[src/rtl/cache_ctrl.sv]
// Two-way set-associative cache controller: tag lookup, LRU victim choice,
// 8-word refill burst from memory and tag-store update.
module cache_ctrl #(
  parameter int BLOCK_WORDS = 8
) (
  input  logic        clk,
  input  logic        rst,
  input  logic        cpu_req,
  input  logic [24:0] cpu_addr,
  output logic        busy,
  output logic        cpu_ready,
  output logic        cpu_hit,
  output logic        cpu_way,
  output logic [6:0]  tag_set_addr,
  output logic        tag_we,
  output logic        tag_set_element,
  output logic [12:0] tag_in,
  output logic        valid_in,
  input  logic [12:0] tag_out0,
  input  logic [12:0] tag_out1,
  input  logic        valid_out0,
  input  logic        valid_out1,
  output logic        mem_req,
  output logic [24:0] mem_addr,
  input  logic        mem_ack,
  input  logic        mem_word_valid,
  output logic        data_we,
  output logic [10:0] data_addr
);

  localparam logic [2:0] S_IDLE   = 3'd0;
  localparam logic [2:0] S_LOOKUP = 3'd1;
  localparam logic [2:0] S_REQ    = 3'd2;
  localparam logic [2:0] S_FILL   = 3'd3;
  localparam logic [2:0] S_UPDATE = 3'd4;
  localparam logic [2:0] S_DONE   = 3'd5;

  localparam logic [2:0] LAST_WORD = 3'(BLOCK_WORDS - 1);

  logic [2:0]   state_q, state_d;
  logic [12:0]  tag_q, tag_d;
  logic [6:0]   idx_q, idx_d;
  logic         victim_q, victim_d;
  logic [2:0]   cnt_q, cnt_d;
  logic [127:0] lru_q, lru_d;

  logic        hit0, hit1;
  logic        busy_c, ready_c, hit_c, way_c;
  logic [6:0]  set_addr_c;
  logic        tag_we_c, elem_c, valid_in_c;
  logic [12:0] tag_in_c;
  logic        mem_req_c, data_we_c;
  logic [24:0] mem_addr_c;
  logic [10:0] data_addr_c;

  assign hit0 = valid_out0 && (tag_out0 == tag_q);
  assign hit1 = valid_out1 && (tag_out1 == tag_q);

  always_comb begin
    state_d     = state_q;
    tag_d       = tag_q;
    idx_d       = idx_q;
    victim_d    = victim_q;
    cnt_d       = cnt_q;
    lru_d       = lru_q;
    busy_c      = 1'b0;
    ready_c     = 1'b0;
    hit_c       = 1'b0;
    way_c       = 1'b0;
    set_addr_c  = idx_q;
    tag_we_c    = 1'b0;
    elem_c      = 1'b0;
    tag_in_c    = '0;
    valid_in_c  = 1'b0;
    mem_req_c   = 1'b0;
    mem_addr_c  = '0;
    data_we_c   = 1'b0;
    data_addr_c = '0;
    case (state_q)
      S_IDLE: begin
        if (cpu_req) begin
          // Present the incoming index now so tag data is ready in LOOKUP.
          tag_d      = cpu_addr[24:12];
          idx_d      = cpu_addr[11:5];
          set_addr_c = cpu_addr[11:5];
          cnt_d      = '0;
          state_d    = S_LOOKUP;
        end
      end
      S_LOOKUP: begin
        busy_c = 1'b1;
        if (hit0 || hit1) begin
          ready_c       = 1'b1;
          hit_c         = 1'b1;
          way_c         = ~hit0;
          lru_d[idx_q]  = hit0;
          state_d       = S_IDLE;
        end else begin
          // Prefer an empty way; fall back to the least recently used one.
          if (!valid_out0)      victim_d = 1'b0;
          else if (!valid_out1) victim_d = 1'b1;
          else                  victim_d = lru_q[idx_q];
          state_d = S_REQ;
        end
      end
      S_REQ: begin
        busy_c     = 1'b1;
        mem_req_c  = 1'b1;
        mem_addr_c = {tag_q, idx_q, 5'b0};
        cnt_d      = '0;
        if (mem_ack) state_d = S_FILL;
      end
      S_FILL: begin
        busy_c      = 1'b1;
        data_addr_c = {victim_q, idx_q, cnt_q};
        if (mem_word_valid) begin
          data_we_c = 1'b1;
          cnt_d     = cnt_q + 3'd1;
          if (cnt_q == LAST_WORD) state_d = S_UPDATE;
        end
      end
      S_UPDATE: begin
        busy_c          = 1'b1;
        tag_we_c        = 1'b1;
        elem_c          = victim_q;
        tag_in_c        = tag_q;
        valid_in_c      = 1'b1;
        lru_d[idx_q]    = ~victim_q;
        state_d         = S_DONE;
      end
      S_DONE: begin
        busy_c  = 1'b1;
        ready_c = 1'b1;
        way_c   = victim_q;
        state_d = S_IDLE;
      end
      default: state_d = S_IDLE;
    endcase
  end

  always_ff @(posedge clk) begin
    if (rst) begin
      state_q  <= S_IDLE;
      tag_q    <= '0;
      idx_q    <= '0;
      victim_q <= 1'b0;
      cnt_q    <= '0;
      lru_q    <= '0;
    end else begin
      state_q  <= state_d;
      tag_q    <= tag_d;
      idx_q    <= idx_d;
      victim_q <= victim_d;
      cnt_q    <= cnt_d;
      lru_q    <= lru_d;
    end
  end

  // Outputs are forced quiet while reset is held, whatever state is still registered.
  assign busy            = busy_c & ~rst;
  assign cpu_ready       = ready_c & ~rst;
  assign cpu_hit         = hit_c & ~rst;
  assign cpu_way         = way_c & ~rst;
  assign tag_set_addr    = rst ? '0 : set_addr_c;
  assign tag_we          = tag_we_c & ~rst;
  assign tag_set_element = elem_c & ~rst;
  assign tag_in          = rst ? '0 : tag_in_c;
  assign valid_in        = valid_in_c & ~rst;
  assign mem_req         = mem_req_c & ~rst;
  assign mem_addr        = rst ? '0 : mem_addr_c;
  assign data_we         = data_we_c & ~rst;
  assign data_addr       = rst ? '0 : data_addr_c;

endmodule

[config.mk]
export PLATFORM = sky130hd
export DESIGN_NAME = cache_ctrl
export DESIGN_NICKNAME = d
export VERILOG_FILES = /design/src/rtl/cache_ctrl.sv
export SDC_FILE = /design/constraint.sdc
export NUM_CORES = 1
export LEC_CHECK = 0
export CELL_PAD_IN_SITES_DETAIL_PLACEMENT = 0
export CELL_PAD_IN_SITES_GLOBAL_PLACEMENT = 2
export CORE_MARGIN = 1.5
export CORE_UTILIZATION = 33
export DETAILED_ROUTE_END_ITERATION = 6
export GPL_TIMING_DRIVEN = 1
export PLACE_DENSITY = 0.82
export SETUP_SLACK_MARGIN = 0.1
export SKIP_CTS_REPAIR_TIMING = 1
export SYNTH_ARGS = -nofsm -noshare
export SYNTH_HDL_FRONTEND = slang
export SYNTH_SLANG_ARGS = --single-unit
[constraint.sdc]
create_clock -name clk -period 2.4 [get_ports clk]
set_input_delay 0.48 -clock clk [delete_from_list [all_inputs] [get_ports clk]]
set_output_delay 0.48 -clock clk [all_outputs]
set_load 0.03 [all_outputs]
Word level (Yosys, flattened, before mapping)
Cells that the tools add are included.
{ "totals": {"out_inout_bits": 65, "in_bits": 58, "latch_bits": 0, "memories": 0, "ff_bits": 155, "elab_cells": 86, "rom_bits": 0, "ram_bits": 0} }
{ "op_classes": {"mux": 39, "div_mod_pow": 0, "magnitude_cmp": 2, "shifts": 0, "bitwise": 12, "n_addsub": 1, "n_eq_ne": 13, "reduce_logical": 13, "n_mul": 0} }
{ "ops": {"columns": ["cell", "n"], "rows": [
  ["bitwise mux 128 bit", 2],
  ["case mux 128 bit (2 select lines)", 1],
  ["two-way mux 128 bit", 1],
  ["two-way mux 25 bit", 2],
  ["== test 13 bit", 2],
  ["two-way mux 13 bit", 2],
  ["two-way mux 11 bit", 2],
  ["two-way mux 7 bit", 3],
  ["two-way mux 3 bit", 6],
  ["case mux 3 bit (5 select lines)", 1],
  ["two-way mux 1 bit", 13],
  ["inequality test 2 bit, second input constant", 5],
  ["== test 3 bit, second input constant", 3],
  ["case mux 3 bit (3 select lines)", 1],
  ["AND 1 bit", 8],
  ["< comparator 7 x 8 -> 1 bit, second input constant", 1],
  ["binary-select mux 1 bit (select 7 bit)", 1],
  ["demux 1 bit (select 7 bit)", 1],
  ["greater-or-equal comparator 7 x 1 -> 1 bit, second input constant", 1],
  ["== test 3 x 2 -> 1 bit, second input constant", 2],
  ["AND reduction 2 bit", 3],
  ["OR reduction 5 bit", 1],
  ["inverter 1 bit", 4],
  ["case mux 1 bit (2 select lines)", 2],
  ["10 further kinds", 12]
]} }

Depth between registers and ports, before layout
Gate-level depths: netlist of the first run.
{ "depth": {"depth_word": 7, "ltp_mapped": 10, "ltp_nobuf": 7} }

Worst setup path after synthesis of the first run
OpenSTA, ideal clock, no wires.
{ "synth_timing": {"kind": "reg-to-output", "startpoint": "reg state_q[0]", "endpoint": "out tag_in[10]", "path_slack_ps": -89, "stages_incl_launch_ff": 7, "t_arrival_ps": 2009, "path_cell_list": "dfxtp_1 clkbuf_1 nand2b_1 buf_2 nor3_1 clkbuf_1 and2_1"} }
{ "synth_via": {"elab_chain_cells": 3} }
{ "synth_lines": {"columns": ["item", "line", "text"], "rows": [
  ["from (decl)", "40", "logic [2:0] state_q, state_d;"],
  ["from (signal assigned)", "150", "state_q <= state_d;"],
  ["== test 3 bit", "79", "case (state_q)"],
  ["two-way mux 13 bit", "79", null],
  ["two-way mux 13 bit", "167", "assign tag_in = rst ? '0 : tag_in_c;"],
  ["to (decl)", "17", "output logic [12:0] tag_in,"]
]} }
Every way passes these cells.

Worst setup path after layout of the first run
{ "layout_timing": {"startpoint": "reg tag_q[0]", "endpoint": "out cpu_way"} }
{ "layout_via": {"elab_chain_cells": 6, "elab_cells_between_ends": 9, "cone_classes": "eq/ne: 2; mux: 2; bitwise: 2; reduce/logical: 3"} }
{ "layout_lines": {"columns": ["item", "line", "text"], "rows": [
  ["from (decl)", "41", "logic [12:0] tag_q, tag_d;"],
  ["from (signal assigned)", "151", "tag_q <= tag_d;"],
  ["== test 13 bit (on tied branches)", "56, 57", null],
  ["logical AND 1 bit (on tied branches)", "56, 57", null],
  ["logical OR 1 bit / inverter 1 bit (equally long branches)", "92, 95", null],
  ["two-way mux 1 bit *", "92", "if (hit0 || hit1) begin"],
  ["case mux 1 bit (2 select lines) *", "79", null],
  ["AND 1 bit *", "163", "assign cpu_way = way_c & ~rst;"],
  ["to (decl)", "13", "output logic cpu_way,"]
]} }
Every way passes the cells marked *; elsewhere a longest branch is shown, timed or not.

==> results of run 1 <==
## per-stage QoR
step	power (mW)	hold slack [ns]	cells	instance area, µm²
2_1_floorplan	3.13	0.458	874	7910
3_3_place_gp	3.53	0.476	1308	9800
3_5_place_dp	3.53	0.488	1308	9800
4_1_cts	6.38	0.349	1340	10400
5_1_grt	6.72	0.403	1411	11800
6_report	6.50	0.401	1411	11800
## power groups by stage
| stage | logic [mW] | registers [mW] | clock network [mW] |
|---|---|---|---|
| after floorplan | 0.447 | 2.68 | 0 |
| after global placement | 0.811 | 2.72 | 0 |
| after detailed placement | 0.810 | 2.72 | 0 |
| after CTS | 0.814 | 2.66 | 2.90 |
| after global routing | 1.04 | 2.67 | 3.01 |
| final | 0.974 | 2.67 | 2.86 |
## placed cells by master, fill, tap and decap left out, types with 6 or more instances in the layout
| master | n |
|---|---|
| a21oi_4 | 10 |
| buf_6 | 45 |
| nand4_1 | 9 |
| mux4_2 | 11 |
| a311oi_1 | 128 |
| dfxtp_2 | 11 |
| buf_4 | 156 |
| clkdlybuf4s50_1 | 24 |
| a21oi_2 | 6 |
| clkbuf_16 | 30 |
| buf_12 | 23 |
| a21oi_1 | 148 |
| xnor2_1 | 17 |
| dlymetal6s2s_1 | 28 |
| xnor2_2 | 9 |
| nand2_1 | 53 |
| dfxtp_1 | 136 |
| nor3_1 | 12 |
| and2_4 | 15 |
| nor2_1 | 32 |
| and2_1 | 29 |
| dfxtp_4 | 8 |
| nand2_2 | 7 |
| a221oi_1 | 33 |
## routing by layer
layer | up-vias | global-route usage (%) | wire length [µm]
met5 | - | 0 | 0
met4 | 0 | 5.75 | 342
met2 | 268 | 30.9 | 14400
li1 | 3779 | - | -
met1 | 4024 | 29.3 | 14200
met3 | 28 | 3.39 | 1750
## registers in the layout (all words and copies together), names as in the netlist
| name | cells |
|---|---|
| tag_q | 13 |
| cnt_q | 3 |
| lru_q | 128 |
| state_q | 3 |
| victim_q | 1 |
| idx_q | 7 |
## critical path, cell delays in order, from the launching register on
cell and delay (ns):
dfxtp_2 0.34, buf_6 0.13, xnor2_2 0.13, nand2_1 0.09, nor4_2 0.29, buf_4 0.17
nor3b_2 0.15, a21oi_1 0.07, nor2_1 0.12, buf_4 0.17
## worst max-delay path by stage
| stage | start | endpoint | slack, ns | cells after the start |
|---|---|---|---|---|
| after detailed placement | tag_out1[5] | lru_q[3] | -0.45 | 10 |
| final | tag_q[0] | cpu_way | -0.18 | 9 |
| after CTS | tag_out1[5] | cpu_way | -0.40 | 9 |
| after floorplan | tag_out1[5] | cpu_way | 0.11 | 6 |
| after global placement | tag_out1[8] | lru_q[1] | -0.42 | 10 |
| after global routing | tag_q[11] | cpu_way | -0.34 | 9 |
## kinds of logic after synthesis
group,count (synthesis),share of synthesized area [%]
DFF,155,39.3
muxes,21,4.49
and+or+nand+nor,194,12.5
other,1,0.0476
buffers and inverters,115,7.85
adders and majority gates,2,0.317
xor gates and xnor gates,26,2.89
AOI/OAI and AO/OA,356,32.6
## layout make-up
| cell class | count | area [µm²] | area share, % |
|---|---|---|---|
| multi-input combinational | 604 | 4520 | 38.1 |
| timing repair buffer | 296 | 3150 | 26.6 |
| tap | 319 | 399 | 3.37 |
| sequential | 155 | 3150 | 26.6 |
| inverter | 5 | 22.5 | 0.190 |
| clock inverter | 14 | 185 | 1.56 |
| clock buffer | 18 | 429 | 3.62 |
==> impl_metrics.py, run 1 <==
metrics = {
    "cts": {
        "clkLatencyLatePin_ns": 0.44,
        "clk_path_buf_depth": 2,
        "cts_tree": "built",
        "cts_buffers": 17,
        "htree_levels": 4,
        "clockRootBuffer": "clkbuf_16",
        "cts.reportedPaths.clkPinSlew_ns": 0.06,
        "cts.sinks": 155,
    },
    "layout": {
        "num_antenna_cells": 0,
        "fillers": 2157,
        "fin_util_pct": 50.5,
        "drive_above_1_share_pct": 35.3,
        "syn_to_final_growth_pct": 50.2,
        "final_nets": 1139,
    },
    "yosys": {
        "yosysTopAreaCell": "dfxtp_1",
        "synth-edff-count": 0,
        "yosys_register_bits": 155,
        "seq_area_frac_synth_pct": 39.3,
        "ys_types": 51,
        "syn_area_mm2": 0.00789,
        "ys_warn_count": 0,
        "syn_area_per_cell_um2": 9.06,
        "netlist_top_cells_area": "dfxtp_1, a311oi_1, a21oi_1",
        "async_reset_ff_share_pct": 0,
        "ys.flop_type": "dfxtp_1",
        "netlist.area_leader.share_pct": 39.3,
        "yosysMostFrequentCell": "a21oi_1",
        "synthCells": 870,
        "synth.cells.most_frequent": "a21oi_1, dfxtp_1, a311oi_1",
    },
    "sta": {
        "worst_slew_pin_slew_ns": 1.18,
        "relSlewSlack_pct": 21.2,
        "period_needed_ns": 2.58,
        "fin_crit_sh_pct": 107,
        "rsz0062_at_grt": "true",
        "hold_violations": 0,
        "fin_tns_setup_ns": -0.616,
        "timing.final.ws_setup_ns": -0.179,
        "setup_viol": 11,
        "finClkSkew_ns": 0.0135,
        "slew_violations": 0,
        "max_freq_ghz": 0.388,
    },
    "worst_setup_path": {
        "reg2regPathDepth": 7,
        "timing.rr.start": "idx_q[1]",
        "cp-end-kind": "output port",
        "crit_type": "register to output port",
        "cp_max_fo": 4,
        "r2r_end": "victim_q",
        "start_kind": "register",
        "critPathArrivalTime_ns": 2.10,
        "required_ns": 1.92,
        "regToRegSetupSlack_ns": -0.07,
    },
    "grt": {
        "grt_use_total_pct": 20.3,
        "grt_max_degree": 105,
        "globalRoute.totalOverflow": 0,
        "grt_pass1_wl_um": 39200,
        "antenna_found_initial": 0,
        "grt_pass1_vias": 6811,
    },
    "power": {
        "p_sw_share_pct": 27.3,
        "p_seq_share_pct": 41.1,
        "clkPwrFrac_pct": 43.9,
        "power.switching_mw": 1.77,
        "p_leak_nw": 4.44,
        "intPower_mw": 4.73,
        "power_frac_comb_pct": 15.0,
        "power_density_mw_per_mm2": 549,
        "peakVddDrop_v": 0.000340,
    },
    "die": {
        "die_w_um": 158,
        "initial_core_util_pct": 33.6,
        "die_area_mm2": 0.0248,
        "core-area_mm2": 0.0235,
        "io_pins": 123,
        "die_h_um": 158,
        "rows": 56,
    },
    "routing": {
        "viasPerCell": 5.74,
        "wl_per_cell_um": 21.8,
        "drc": 0,
        "first_iter_violations": 660,
        "antenna_left": 0,
        "first_pass_iters": 5,
        "routed_wl_um": 30700,
        "num_vias": 8099,
    },
    "place": {
        "place_ws_ns": -0.450,
        "numPortBuffers": 112,
        "dp_hpwl_um": 16900,
        "place.gp.congestion": 0.758,
    },
    "outcome": {
        "violations": "negative setup slack",
        "status": "finished with violations",
    },
    "hold_path": {
        "holdPathStages": 2,
        "min_path_type": "primary input to register",
        "holdPathEnd": "tag_q[12]",
        "worstHoldStart": "rst",
    },
    "flow_run": {
        "cap_violations": 0,
    },
}
(Power assumes the default switching activity.)
==> run 2, diff against run 1 <==
--- a/config.mk
+++ b/config.mk
@@ -12,6 +12,7 @@
 export DETAILED_ROUTE_END_ITERATION = 6
 export GPL_TIMING_DRIVEN = 1
 export PLACE_DENSITY = 0.82
+export REMOVE_ABC_BUFFERS = 1
 export SETUP_SLACK_MARGIN = 0.1
 export SKIP_CTS_REPAIR_TIMING = 1
 export SYNTH_ARGS = -nofsm -noshare
==> constraint.sdc (replaced) <==
create_clock -name clk -period 2.4 [get_ports clk]
set_input_delay 0.48 -clock clk [delete_from_list [all_inputs] [get_ports clk]]
set_output_delay 0.48 -clock clk [all_outputs]
set_load 0.005 [all_outputs]
==> run 2 against run 1 <==
  * Sequential share of layout area down 1.9 points
  * Clock power down 3%
  * Total power down 1.7%
  * Maximum frequency up 1.1%
  * Final area up 7.3%
  * Setup slack better by 0.029 ns
  * Routed wire length up 6.8%
  * Cell count up 2.6%
  * The flow still finishes with violations (negative setup slack)
  * Clock skew down 0.0027 ns
  * Largest power group unchanged
==> impl_metrics.py, run 2 (synthesized netlist as in run 1, its figures left out) <==
metrics = {
    "die": {
        "initial_core_util_pct": 33.6,
        "die_area_mm2": 0.0248,
        "die_w_um": 158,
        "core-area_mm2": 0.0235,
        "rows": 56,
        "die_h_um": 158,
        "io_pins": 123,
    },
    "cts": {
        "htree_levels": 4,
        "clk_path_buf_depth": 2,
        "clkLatencyLatePin_ns": 0.44,
        "cts.sinks": 155,
        "cts_tree": "built",
        "cts.reportedPaths.clkPinSlew_ns": 0.07,
        "clockRootBuffer": "clkbuf_16",
        "cts_buffers": 17,
    },
    "layout": {
        "layout_commonest_cell": "dfxtp_1",
        "largest_reg_flops": 128,
        "drive_above_1_share_pct": 37.7,
        "syn_to_final_growth_pct": 61.2,
        "final_cell_mix": "dfxtp_1, buf_4, a311oi_1, a21oi_1, dlymetal6s2s_1",
        "top_regs": "lru_q (128), tag_q (13), idx_q (7)",
        "final_nets": 1174,
        "top_register": "lru_q",
    },
    "routing": {
        "first_iter_violations": 779,
        "drc": 0,
        "wl_per_cell_um": 22.7,
        "routed_wl_um": 32800,
        "antenna_left": 0,
        "viasPerCell": 5.81,
        "num_vias": 8411,
        "first_pass_iters": 5,
    },
    "sta": {
        "relSlewSlack_pct": 40.4,
        "fin_hold_ws_ns": 0.338,
        "hold_violations": 0,
        "rsz0062_at_grt": "true",
        "timing.final.ws_setup_ns": -0.151,
        "finClkSkew_ns": 0.0108,
        "slew_violations": 0,
        "period_needed_ns": 2.55,
        "fin_crit_sh_pct": 106,
        "setup_viol": 104,
        "worst_slew_pin_slew_ns": 0.893,
        "max_freq_ghz": 0.392,
    },
    "flow_run": {
        "cap_violations": 0,
    },
    "grt": {
        "grt_pass1_wl_um": 39800,
        "grt_max_degree": 73,
        "antenna_found_initial": 0,
        "globalRoute.totalOverflow": 0,
        "grt_use_total_pct": 20.6,
        "grt_pass1_vias": 6839,
    },
    "power": {
        "peakVddDrop_v": 0.000424,
        "p_leak_nw": 5.48,
        "report.power.total_mw": 6.39,
        "power_density_mw_per_mm2": 503,
    },
    "worst_setup_path": {
        "crit_type": "register to output port",
        "cp_max_fo": 3,
        "critPathArrivalTime_ns": 2.07,
        "cp-end-kind": "output port",
        "start_kind": "register",
        "required_ns": 1.92,
    },
    "hold_path": {
        "min_path_type": "primary input to register",
    },
    "place": {
        "place.gp.congestion": 0.790,
        "dp_hpwl_um": 17300,
        "numPortBuffers": 112,
    },
    "outcome": {
        "violations": "negative setup slack",
        "status": "finished with violations",
    },
}
-- run 2: changes by cell type in the layout (fill, tap and decap cells not counted), sizes merged --
cell,before,now
inv,9,12
clkinv,3,6
buf,229,212
dlymetal6s2s,28,68
clkbuf,32,37
clkinvlp,4,1
clkdlybuf4s50,24,32
diode,0,1
bufinv,3,0
clkdlybuf4s15,1,0
-- run 2: power breakdown --
| group | leakage [nW] | total, mW | switching (mW) | internal, mW |
|---|---|---|---|---|
| Sequential | 1.26 | 2.66 | 0.0577 | 2.60 |
| Combinational | 3.93 | 0.956 | 0.496 | 0.460 |
| Clock | 0.292 | 2.78 | 1.37 | 1.41 |
| Total | 5.48 | 6.39 | 1.92 | 4.47 |
-- run 2: critical path, stage by stage (launching register included) --
cell and delay, ns:
dfxtp_4 0.36, buf_6 0.12, xnor2_2 0.12, nand4_1 0.17, nor4_4 0.33, buf_4 0.18, nor3b_2 0.04, a21oi_1 0.12
nor2_1 0.07, buf_2 0.13
-- run 2: routing by layer --
| metal | part of all wire, % | global-route usage [%] | vias up |
|---|---|---|---|
| met2 | 47 | 32.9 | 358 |
| met1 | 44 | 29.1 | 4135 |
| met5 | 0 | 0 | - |
| li1 | - | - | 3849 |
| met4 | 2.4 | 4.81 | 0 |
| met3 | 6.2 | 3.12 | 69 |
-- run 2: path summary, 6_finish.rpt --
path                               start    endpoint  slack [ns]  cells after the start
worst max-delay path            tag_q[8]     cpu_way       -0.15                      9
worst min-delay path                 rst    idx_q[5]        0.34                      2
worst max register to register  tag_q[8]  lru_q[109]       -0.14                     13
worst min register to register  cnt_q[2]    cnt_q[2]        0.49                      2
-- run 2: layout make-up --
cell class	count	area [µm²]
multi-input combinational	604	4790
clock buffer	18	429
inverter	5	22.5
antenna	1	2.50
sequential	155	3130
fill	2076	10800
timing repair buffer	331	3770
tap	319	399
clock inverter	14	168
-- run 2: through the flow --
stage | TNS [ns] | area, µm² | utilization, % | setup WS, ns | cells
2_1_floorplan | -459.60 | 7300 | - | -3.60 | 764
3_3_place_gp | -69.34 | 10100 | 42.8 | -0.675 | 1322
3_5_place_dp | -71.83 | 10100 | 42.8 | -0.661 | 1322
4_1_cts | -27.68 | 10600 | 45.4 | -0.671 | 1354
5_1_grt | -20.53 | 12700 | 54.2 | -0.290 | 1446
6_report | -5.39 | 12700 | 54.2 | -0.151 | 1447
